`config.mk`:
```
export PLATFORM = sky130hd
export DESIGN_NAME = multicycle_cpu
export DESIGN_NICKNAME = d
export VERILOG_FILES = /design/src/rtl/multicycle_cpu.sv
export SDC_FILE = /design/constraint.sdc
export NUM_CORES = 1
export LEC_CHECK = 0
export ABC_AREA = 1
export CORE_MARGIN = 3
export CORE_UTILIZATION = 58
export DETAILED_ROUTE_END_ITERATION = 6
export PLACE_DENSITY = 0.91
export SLEW_MARGIN = 20
export SYNTH_ARGS = -nofsm -noshare
export SYNTH_HDL_FRONTEND = slang
export SYNTH_SLANG_ARGS = --single-unit
```
`constraint.sdc`:
```
create_clock -name clk -period 2.85 [get_ports clk]
set_input_delay 0.285 -clock clk [delete_from_list [all_inputs] [get_ports clk]]
set_output_delay 0.285 -clock clk [all_outputs]
set_load 0.02 [all_outputs]
```
`src/rtl/multicycle_cpu.sv`:
```
// Multi-cycle CPU: FSM controller, PC, IR, register file, ALU and datapath latches.
// Instruction and data memories are external, reached through req/ack handshakes.
module multicycle_cpu #(
    parameter  int DATA_W  = 8,
    parameter  int PC_W    = 12,
    parameter  int RAW     = 3,
    localparam int INSTR_W = 4 + 3*RAW + DATA_W
) (
    input  logic               clk,
    input  logic               rst,
    output logic               imem_req,
    output logic [PC_W-1:0]    imem_addr,
    input  logic [INSTR_W-1:0] imem_rdata,
    input  logic               imem_ack,
    output logic               dmem_req,
    output logic               dmem_we,
    output logic [DATA_W-1:0]  dmem_addr,
    output logic [DATA_W-1:0]  dmem_wdata,
    input  logic [DATA_W-1:0]  dmem_rdata,
    input  logic               dmem_ack,
    output logic               retire,
    output logic               halted,
    output logic [PC_W-1:0]    pc_dbg
);
    typedef enum logic [2:0] {S_IDLE, S_FETCH, S_DECODE, S_EXEC, S_MEM, S_WB, S_HALT} state_t;

    localparam logic [3:0] OP_ADD = 4'h0, OP_SUB = 4'h1, OP_AND = 4'h2, OP_OR = 4'h3,
                           OP_ADDI = 4'h4, OP_SUBI = 4'h5, OP_LD = 4'h6, OP_ST = 4'h7,
                           OP_JMP = 4'h8, OP_BZ = 4'h9, OP_BNZ = 4'hA, OP_HALT = 4'hF;

    state_t             state, state_nx;
    logic [PC_W-1:0]    pc;
    logic [INSTR_W-1:0] ir;
    logic [DATA_W-1:0]  a, b, aluout, mdr;
    logic [DATA_W-1:0]  rf [2**RAW];
    logic               retire_q, done;

    logic [3:0]         op;
    logic [RAW-1:0]     rd, rs1, rs2;
    logic [DATA_W-1:0]  imm, alu_res;
    logic [PC_W-1:0]    imm_pc, br_target;
    logic               is_alu, is_mem, is_ctrl, taken;

    assign op  = ir[INSTR_W-1 -: 4];
    assign rd  = ir[INSTR_W-5 -: RAW];
    assign rs1 = ir[INSTR_W-5-RAW -: RAW];
    assign rs2 = ir[INSTR_W-5-2*RAW -: RAW];
    assign imm = ir[DATA_W-1:0];

    // Branch offset: sign-extend when PC is wider, otherwise keep the low PC_W bits.
    if (PC_W > DATA_W) begin : g_sext
        assign imm_pc = {{(PC_W-DATA_W){imm[DATA_W-1]}}, imm};
    end else begin : g_trunc
        assign imm_pc = imm[PC_W-1:0];
    end

    assign is_alu  = (op <= OP_SUBI);
    assign is_mem  = (op == OP_LD) || (op == OP_ST);
    assign is_ctrl = (op == OP_JMP) || (op == OP_BZ) || (op == OP_BNZ);

    always_comb begin
        alu_res = '0;
        case (op)
            OP_ADD:  alu_res = a + b;
            OP_SUB:  alu_res = a - b;
            OP_AND:  alu_res = a & b;
            OP_OR:   alu_res = a | b;
            OP_SUBI: alu_res = a - imm;
            default: alu_res = a + imm;
        endcase
    end

    always_comb begin
        taken = 1'b0;
        case (op)
            OP_JMP:  taken = 1'b1;
            OP_BZ:   taken = (a == '0);
            OP_BNZ:  taken = (a != '0);
            default: taken = 1'b0;
        endcase
    end

    // PC already points past the branch, so pc + sext(imm) is pc_branch + 1 + sext(imm).
    assign br_target = (op == OP_JMP) ? ir[PC_W-1:0] : pc + imm_pc;

    always_ff @(posedge clk or negedge rst) begin
        if (!rst) state <= S_IDLE;
        else      state <= state_nx;
    end

    always_comb begin
        state_nx = state;
        done     = 1'b0;
        case (state)
            S_IDLE:   state_nx = S_FETCH;
            S_FETCH:  if (imem_ack) state_nx = S_DECODE;
            S_DECODE: state_nx = S_EXEC;
            S_EXEC: begin
                if (op == OP_HALT)  state_nx = S_HALT;
                else if (is_alu)    state_nx = S_WB;
                else if (is_mem)    state_nx = S_MEM;
                else begin
                    state_nx = S_FETCH;
                    done     = 1'b1;
                end
            end
            S_MEM: if (dmem_ack) begin
                if (op == OP_LD) state_nx = S_WB;
                else begin
                    state_nx = S_FETCH;
                    done     = 1'b1;
                end
            end
            S_WB: begin
                state_nx = S_FETCH;
                done     = 1'b1;
            end
            S_HALT:  state_nx = S_HALT;
            default: state_nx = S_IDLE;
        endcase
    end

    // retire is registered so it depends on flops only; it pulses the cycle after completion.
    always_ff @(posedge clk or negedge rst) begin
        if (!rst) begin
            pc       <= '0;
            ir       <= '0;
            a        <= '0;
            b        <= '0;
            aluout   <= '0;
            mdr      <= '0;
            retire_q <= 1'b0;
            for (int i = 0; i < 2**RAW; i++) rf[i] <= '0;
        end else begin
            retire_q <= done;
            case (state)
                S_FETCH: if (imem_ack) begin
                    ir <= imem_rdata;
                    pc <= pc + 1'b1;
                end
                S_DECODE: begin
                    a <= rf[rs1];
                    b <= rf[rs2];
                end
                S_EXEC: begin
                    aluout <= alu_res;
                    if (is_ctrl && taken) pc <= br_target;
                end
                S_MEM: if (dmem_ack && op == OP_LD) mdr <= dmem_rdata;
                S_WB:  if (rd != '0) rf[rd] <= (op == OP_LD) ? mdr : aluout;
                default: ;
            endcase
        end
    end

    assign imem_req   = (state == S_FETCH);
    assign imem_addr  = pc;
    assign dmem_req   = (state == S_MEM);
    assign dmem_we    = (state == S_MEM) && (op == OP_ST);
    assign dmem_addr  = aluout;
    assign dmem_wdata = b;
    assign retire     = retire_q;
    assign halted     = (state == S_HALT);
    assign pc_dbg     = pc;
endmodule
```
==> Implementation_results.wiki, run 1 <==
{| class="wikitable"
! Metric !! Value
|-
| Pleak || 4.42 nW
|-
| Ports placed on the boundary || 78
|-
| Via count of the first global-routing pass || 7422
|-
| Delay-heaviest family, CP || compound AO/OA/AOI/OAI gates
|-
| Dominant cell by count in the synthesized netlist || sky130_fd_sc_hd__o21ai_0
|-
| Tightest Hold Check Type || register to register
|-
| Reg2reg path depth || 15
|-
| Required time at the endpoint of the critical path || 3.18 ns
|-
| Total vias in the final route || 8024
|-
| Worst Hold End || rf[60]$_DFFE_PN0P_
|-
| Post-synth top area share || 41.1%
|-
| CTS Buffer Depth || 2
|-
| Max Fanout on Critical Path || 4
|-
| Skew final || 0.00759 ns
|-
| Worst Slack Setup Final || 0.143 ns
|-
| Die extent in x || 124 microns
|-
| R2R setup slack || 0.14 ns
|-
| Count of clock tree sinks || 133
|-
| Signed area change from the synthesized netlist to the final layout || 19.1%
|-
| Final total power || 4.13 mW
|-
| Peak VDD IR || 0.427 mV
|-
| Worst-case setup slack after placement || 0.0477 ns
|-
| Clock tree from TritonCTS || yes
|-
| Most used standard cells in the synthesized netlist || 179 x sky130_fd_sc_hd__o21ai_0, 172 x sky130_fd_sc_hd__nand2_1, 133 x sky130_fd_sc_hd__dfrtp_1
|-
| Wire per inst || 17.9 microns
|-
| Most frequent cell on the critical path || sky130_fd_sc_hd__nand2_1
|-
| Number of synthesized flops with an enable pin || 0
|-
| Violation count after the first detailed-routing iteration || 868
|-
| Clk root buf || sky130_fd_sc_hd__clkbuf_16
|-
| Post-Synthesis Mean Instance Area || 7.62 sq um
|-
| Clock Latency Late Sink || 0.42 ns
|-
| NumNets Final || 1177
|-
| Number of standard cells after synthesis || 1062
|-
| Largest net degree at the start of global routing || 69
|-
| Combined global-route utilization of all metal layers || 31.0%
|-
| Async set-or-reset flop fraction in the synthesized netlist || 100%
|-
| Netlist cell types || 48
|-
| Number of optimization iterations in the first detailed-route pass || 5
|-
| RR Startpoint || ir[20]$_DFFE_PN0P_
|-
| Standard-cell rows || 42
|-
| Biggest area contributors in the synthesized netlist || sky130_fd_sc_hd__dfrtp_1 41%, sky130_fd_sc_hd__o21ai_0 11%, sky130_fd_sc_hd__nand2_1 8.0%
|-
| Outcome || finished, final reports clean
|-
| RePlAce Congestion || 0.962
|-
| Critical path, cell by cell || nor2_4 -> inv_1 -> nor2_4 -> inv_1 -> o221ai_1 -> a31oi_1 -> ha_1 -> a21oi_2 -> nand2_1 -> nand2_1 -> nand2_1 -> a21oi_2 -> xnor2_1 -> nand2_1 -> a22oi_2
|-
| Sequential fraction of the synthesis area || 41.1%
|-
| Antenna Violating Nets Remaining || 0
|-
| Synthesis warning total || 0
|-
| Clock-pin slew reported for the worst setup and hold paths after clock tree synthesis || 0.05 ns
|-
| Area leader, netlist || sky130_fd_sc_hd__dfrtp_1
|-
| Number of setup violations in the final report || 0
|-
| Number of CTS-inserted buffers || 17
|-
| Final hold viol count || 0
|-
| Pins Over Slew Limit || 0
|-
| Final period utilization || 95.0%
|-
| Overall routed net length || 23400 microns
|-
| Total congestion overflow after global routing || 0
|-
| Worst slew slack as a fraction of its limit || 26.8%
|-
| Slowest cell on crit path || sky130_fd_sc_hd__dfrtp_2
|-
| Mapped Area || 8100 sq um
|-
| Inserted Diodes || 0
|-
| Tightest Pin Transition || 1.10 ns
|-
| Core ar. || 13500 sq um
|-
| Primary FF master, synth || sky130_fd_sc_hd__dfrtp_1
|-
| Largest stage delay on the critical path || 0.44 ns
|-
| Depth of the critical timing path with buffers and inverters included || 15
|-
| CTS HTree Levels || 4
|-
| Final core occ || 71.7%
|-
| Effective utilization at floorplan || 60.2%
|-
| Depth of the worst hold-timing path || 0
|-
| DRC violation count after routing || 0
|-
| Die height || 124 microns
|-
| Buf+Inv Stages, Crit Path || 2
|-
| Time the final worst path needs with I/O delays and setup || 2.71 ns
|-
| Global-route wire length before repair || 36800 microns
|-
| Crit start category || register
|-
| Register bit count reported by yosys || 133
|-
| Number of antenna violations at the first check in global routing || 1
|-
| Reg2Reg Capture Point || dmem_addr[5]$_DFFE_PN0P_
|-
| Kind of end point of the critical path || register
|-
| Power density cells || 428 nW/um^2
|-
| Syn_nets || 1118
|-
| Origin of the worst min-delay path || rf[60]$_DFFE_PN0P_
|-
| Fraction of final layout cells sized beyond drive strength 1 || 10.3%
|-
| Highest achievable clock rate || 0.369 GHz
|-
| Number of input and output port buffers inserted || 77
|-
| Post-DR vias/cell || 6.14
|-
| Max-cap violations || 0
|-
| Detailed-placement wirelength estimate || 16000 microns
|-
| Type of the worst setup path || register to register
|-
| Die area || 15400 sq um
|-
| Data arrival time of the critical path || 3.04 ns
|}
[worst max path at each step]
stage / start / end
after CTS: ir[20]$_DFFE_PN0P_ / dmem_addr[5]$_DFFE_PN0P_
after detailed placement: ir[20]$_DFFE_PN0P_ / dmem_addr[6]$_DFFE_PN0P_
final: ir[20]$_DFFE_PN0P_ / dmem_addr[5]$_DFFE_PN0P_
after floorplan: dmem_wdata[1]$_DFFE_PN0N_ / dmem_addr[6]$_DFFE_PN0P_
after global routing: ir[20]$_DFFE_PN0P_ / dmem_addr[5]$_DFFE_PN0P_
after global placement: ir[18]$_DFFE_PN0P_ / dmem_addr[6]$_DFFE_PN0P_
[layout make-up]
type	count	area [sq um]
Tap cell	176	220
Inverter	117	443
Clock inverter	10	135
Timing Repair Buffer	104	990
Multi-Input combinational cell	748	4090
Fill cell	1051	3810
Clock buffer	19	433
Sequential cell	133	3330
[kinds of logic (layout without fill, tap and decap cells)]
family                   Yosys count  after routing  share of synthesized area, %
flip-flops                       133            133                          41.1
adder cells (fa/ha/maj)           23             23                          3.74
AND/OR/NAND/NOR                  350            350                          18.9
buffers and inverters            181            250                          9.32
XOR/XNOR                           8              8                         0.865
AO/OA/AOI/OAI                    351            351                          23.9
multiplexers                      16             16                          2.16
[report_power, final]
group	switching [mW]	total [mW]	internal, mW
logic	0.0443	0.0874	0.0431
clock network	0.802	2.15	1.35
registers	0	1.89	1.89
total	0.847	4.13	3.28
[cells in the final DEF, fill, tap and decap left out, types with 6 or more instances in the layout]
| cell | n |
|---|---|
| sky130_fd_sc_hd__o21ai_0 | 173 |
| sky130_fd_sc_hd__inv_2 | 10 |
| sky130_fd_sc_hd__buf_4 | 25 |
| sky130_fd_sc_hd__nor3_1 | 10 |
| sky130_fd_sc_hd__o211ai_1 | 40 |
| sky130_fd_sc_hd__a21oi_1 | 88 |
| sky130_fd_sc_hd__clkbuf_16 | 17 |
| sky130_fd_sc_hd__a31oi_1 | 12 |
| sky130_fd_sc_hd__nand3_1 | 53 |
| sky130_fd_sc_hd__ha_1 | 20 |
| sky130_fd_sc_hd__dfrtp_1 | 130 |
| sky130_fd_sc_hd__inv_1 | 100 |
| sky130_fd_sc_hd__nand2_1 | 171 |
| sky130_fd_sc_hd__clkdlybuf4s50_1 | 76 |
| sky130_fd_sc_hd__o21ai_1 | 13 |
| sky130_fd_sc_hd__nand4_1 | 6 |
| sky130_fd_sc_hd__mux2_2 | 8 |
| sky130_fd_sc_hd__nor2_1 | 83 |
[through the flow]
stage / instance area, sq um / std cells / hold slack (ns) / TNS [ns]
2_1_floorplan: 8100 / 1062 / -0.0106 / 0
3_3_place_gp: 8900 / 1266 / 0.325 / 0
3_5_place_dp: 8900 / 1266 / 0.334 / 0
4_1_cts: 9480 / 1296 / 0.391 / 0
5_1_grt: 9650 / 1307 / 0.403 / -0.0246
6_report: 9650 / 1307 / 0.398 / 0
[flip-flops by register name, indices dropped and copies added, names as in the netlist]
| signal | count |
|---|---|
| ir | 21 |
| dmem_addr | 8 |
| state | 3 |
| mdr | 8 |
| imem_addr | 12 |
| a | 8 |
| rf | 64 |
| dmem_wdata | 8 |
| retire | 1 |
[what timing repair did]
action,CTS,global route
setup endpoints to repair,0,3
gates resized for setup,0,29
buffers inserted,0,11
hold endpoints to repair,66,0
hold buffers,1,0
[routing by layer]
layer  part of all wire (%)  vias up  global-route usage [%]
met5                   0.12        -                       0
met1                     41     3820                    41.0
li1                       -     3719                       -
met2                     48      407                    49.6
met4                    3.2        2                    13.0
met3                    8.3       76                    6.58
Power figures use the tool's default switching activity.
==> inputs of run 2 (changes only) <==
--- a/config.mk
+++ b/config.mk
@@ -10,7 +10,7 @@
 export CORE_UTILIZATION = 58
 export DETAILED_ROUTE_END_ITERATION = 6
 export PLACE_DENSITY = 0.91
-export SLEW_MARGIN = 20
+export SLEW_MARGIN = 10
 export SYNTH_ARGS = -nofsm -noshare
 export SYNTH_HDL_FRONTEND = slang
 export SYNTH_SLANG_ARGS = --single-unit
==> results of run 2 <==
Final layout, timing and power as in run 1 (identical DEF).
==> inputs of run 3 (changes only) <==
--- a/config.mk
+++ b/config.mk
@@ -7,9 +7,10 @@
 export LEC_CHECK = 0
 export ABC_AREA = 1
 export CORE_MARGIN = 3
-export CORE_UTILIZATION = 58
+export CORE_UTILIZATION = 53
 export DETAILED_ROUTE_END_ITERATION = 6
-export PLACE_DENSITY = 0.91
+export GPL_TIMING_DRIVEN = 0
+export PLACE_DENSITY = 0.88
 export SLEW_MARGIN = 10
 export SYNTH_ARGS = -nofsm -noshare
 export SYNTH_HDL_FRONTEND = slang
==> constraint.sdc (replaced) <==
create_clock -name clk -period 2.4 [get_ports clk]
set_input_delay 0.24 -clock clk [delete_from_list [all_inputs] [get_ports clk]]
set_output_delay 0.24 -clock clk [all_outputs]
set_load 0.02 [all_outputs]
==> Implementation_results.wiki, run 3 (synthesis results as in run 1) <==
{| class="wikitable"
! Metric !! Value
|-
| Pins Over Slew Limit || 0
|-
| Total vias in the final route || 8445
|-
| CTS Buffer Depth || 2
|-
| Final hold viol count || 0
|-
| Wire per inst || 19.6 microns
|-
| Via count of the first global-routing pass || 7855
|-
| Core ar. || 14800 sq um
|-
| Number of CTS-inserted buffers || 17
|-
| Tightest Hold Check Type || input pin to async pin
|-
| Worst slew slack as a fraction of its limit || 45.3%
|-
| Clock-pin slew reported for the worst setup and hold paths after clock tree synthesis || 0.06 ns
|-
| Type of the worst setup path || register to register
|-
| Layout filler cell count || 1198
|-
| Data arrival time of the critical path || 3.03 ns
|-
| Kind of end point of the critical path || register
|-
| Combined global-route utilization of all metal layers || 32.1%
|-
| Outcome || finished, violations left
|-
| RePlAce Congestion || 0.981
|-
| Skew final || 0.00816 ns
|-
| Number of setup violations in the final report || 4
|-
| Internal power consumption || 3.84 mW
|-
| Die height || 130 microns
|-
| Required time at the endpoint of the critical path || 2.76 ns
|-
| Slowest cell on crit path || sky130_fd_sc_hd__dfrtp_1
|-
| Global-route wire length before repair || 41600 microns
|-
| Largest stage delay on the critical path || 0.40 ns
|-
| Clock Latency Late Sink || 0.44 ns
|-
| DRC violation count after routing || 1
|-
| Depth of the critical timing path with buffers and inverters included || 14
|-
| Ports placed on the boundary || 78
|-
| Tightest Pin Transition || 0.804 ns
|-
| Fraction of final layout cells sized beyond drive strength 1 || 15.2%
|-
| Signed area change from the synthesized netlist to the final layout || 25.5%
|-
| Violation count after the first detailed-routing iteration || 981
|-
| Violations in the final reports || design-rule violations, negative setup slack
|-
| Highest achievable clock rate || 0.375 GHz
|-
| Number of input and output port buffers inserted || 77
|-
| Die area || 16800 sq um
|-
| Worst setup startpoint || ir[1]$_DFFE_PN0P_
|-
| Number of antenna violations at the first check in global routing || 0
|-
| Total net switching power || 1.14 mW
|-
| Count of clock tree sinks || 133
|-
| End point of the critical path || dmem_addr[7]$_DFFE_PN0P_
|-
| Max-cap violations || 0
|-
| Peak VDD IR || 0.504 mV
|-
| NumNets Final || 1244
|-
| Number of optimization iterations in the first detailed-route pass || 7
|-
| Delay-heaviest family, CP || compound AO/OA/AOI/OAI gates
|-
| Share of power burned in the clock network || 52.8%
|-
| Pleak || 4.68 nW
|-
| Critical path, cell by cell || inv_2 -> ha_1 -> nand2_2 -> nor3_2 -> nor2_1 -> a221oi_2 -> ha_1 -> a21oi_1 -> o21ai_1 -> a31oi_1 -> inv_1 -> nand3_2 -> nand3_2 -> a21oi_2
|-
| R2R setup slack || -0.27 ns
|-
| Reg2Reg Capture Point || dmem_addr[7]$_DFFE_PN0P_
|-
| Final total negative setup slack || -0.868 ns
|-
| Switch share || 22.8%
|-
| Leading cell type in the layout, fill and taps excluded || sky130_fd_sc_hd__o21ai_0
|-
| Effective utilization at floorplan || 54.9%
|-
| Standard-cell rows || 44
|-
| Max Fanout on Critical Path || 5
|-
| CTS HTree Levels || 4
|-
| Register with the most flip-flops || rf
|-
| Most used cells in the layout excluding fill and tap cells || 170 x sky130_fd_sc_hd__o21ai_0, 168 x sky130_fd_sc_hd__nand2_1, 129 x sky130_fd_sc_hd__dfrtp_1, 94 x sky130_fd_sc_hd__inv_1, 85 x sky130_fd_sc_hd__a21oi_1
|-
| Buf+Inv Stages, Crit Path || 2
|-
| Portion of total power attributed to combinational logic || 2.1%
|-
| Antenna Violating Nets Remaining || 0
|-
| Power density cells || 490 nW/um^2
|-
| Time the final worst path needs with I/O delays and setup || 2.67 ns
|-
| RR Startpoint || ir[1]$_DFFE_PN0P_
|-
| Worst-case setup slack after placement || -0.465 ns
|-
| Die extent in x || 130 microns
|-
| Largest net degree at the start of global routing || 88
|-
| Final period utilization || 111%
|-
| Worst Slack Setup Final || -0.266 ns
|-
| Reg2reg path depth || 14
|-
| Overall routed net length || 27200 microns
|-
| Clk root buf || sky130_fd_sc_hd__clkbuf_16
|-
| Clock tree from TritonCTS || yes
|-
| Inserted Diodes || 0
|-
| Detailed-placement wirelength estimate || 19000 microns
|-
| Total congestion overflow after global routing || 0
|-
| Unrepaired setup endpoints after global routing || yes
|-
| Flip-flop count of the largest register after layout || 64
|-
| Final core occ || 68.9%
|-
| Relative contribution of sequential cells to total power || 45.1%
|-
| Post-DR vias/cell || 6.10
|-
| Crit start category || register
|}
[run 3: cell count changes in the layout (fill, tap and decap cells not counted), moves of 4 or more]
| cell | delta |
|---|---|
| sky130_fd_sc_hd__mux2i_1 | -4 |
| sky130_fd_sc_hd__mux2i_2 | +4 |
| sky130_fd_sc_hd__buf_2 | +15 |
| sky130_fd_sc_hd__inv_1 | -6 |
| sky130_fd_sc_hd__inv_6 | +4 |
| sky130_fd_sc_hd__clkbuf_1 | +34 |
| sky130_fd_sc_hd__buf_4 | +13 |
| sky130_fd_sc_hd__inv_2 | +6 |
[run 3: worst min path at each step]
| stage | start | end | slack [ns] | cells past startpoint |
|---|---|---|---|---|
| floorplan | rst | a[0]$_DFFE_PN0N_ | -0.06 | 0 |
| finish | rst | ir[14]$_DFFE_PN0P_ | 0.29 | 2 |
| global route | rst | rf[17]$_DFFE_PN0P_ | 0.34 | 2 |
| CTS | rst | rf[20]$_DFFE_PN0P_ | 0.31 | 2 |
| global placement | rf[60]$_DFFE_PN0P_ | rf[60]$_DFFE_PN0P_ | 0.46 | 1 |
| detailed placement | rst | rf[20]$_DFFE_PN0P_ | 0.20 | 1 |
[run 3: layout make-up]
cell class / count / area (sq um) / share of cell area [%]
well taps: 184 / 230 / 2.27
repair buffers: 107 / 1050 / 10.3
flip-flops and latches: 133 / 3330 / 32.8
clock inverters: 13 / 149 / 1.47
multi-input cells: 748 / 4220 / 41.5
plain buffers: 64 / 312 / 3.07
clock buffers: 19 / 433 / 4.26
inverters: 117 / 443 / 4.36
[run 3: worst reg2reg max path, delay by kind of cell, from the launching register on]
kind | cells | cell delay, ns
simple gates | 5 | 0.55
flops | 1 | 0.40
buf+inv | 2 | 0.20
fa+ha+maj | 2 | 0.54
compound gates | 5 | 0.91
[run 3: metal layers]
metal	vias to the layer above	global-route usage, %	routed length, microns
li1	3859	-	-
met1	3990	40.6	10700
met2	480	53.1	13100
met3	116	6.84	2160
met4	0	14.6	1260
met5	-	0	0
[run 3: power by group through the flow]
| stage | Combinational [mW] | Clock, mW | Sequential (mW) |
|---|---|---|---|
| floorplan | 0.00114 | 0 | 2.28 |
| global placement | 0.0999 | 0 | 2.28 |
| detailed placement | 0.107 | 0 | 2.28 |
| CTS | 0.109 | 2.62 | 2.24 |
| global route | 0.117 | 2.72 | 2.24 |
| finish | 0.106 | 2.63 | 2.24 |
[run 3: repair_timing]
action / CTS / global route
hold endpoints to repair: 46 / 0
gates resized for setup: 21 / 40
pin swaps: 17 / 23
hold buffers: 1 / 0
setup endpoints to repair: 6 / 24
setup buffers: 15 / 13
[run 3: stage by stage]
step	cells	power (mW)	hold WS [ns]	instance area (sq um)
5_1_grt	1385	5.08	0.342	10200
6_report	1385	4.98	0.290	10200
3_3_place_gp	1323	2.38	0.456	9100
2_1_floorplan	1062	2.29	-0.0556	8100
4_1_cts	1372	4.97	0.309	9920
3_5_place_dp	1324	2.39	0.196	9130
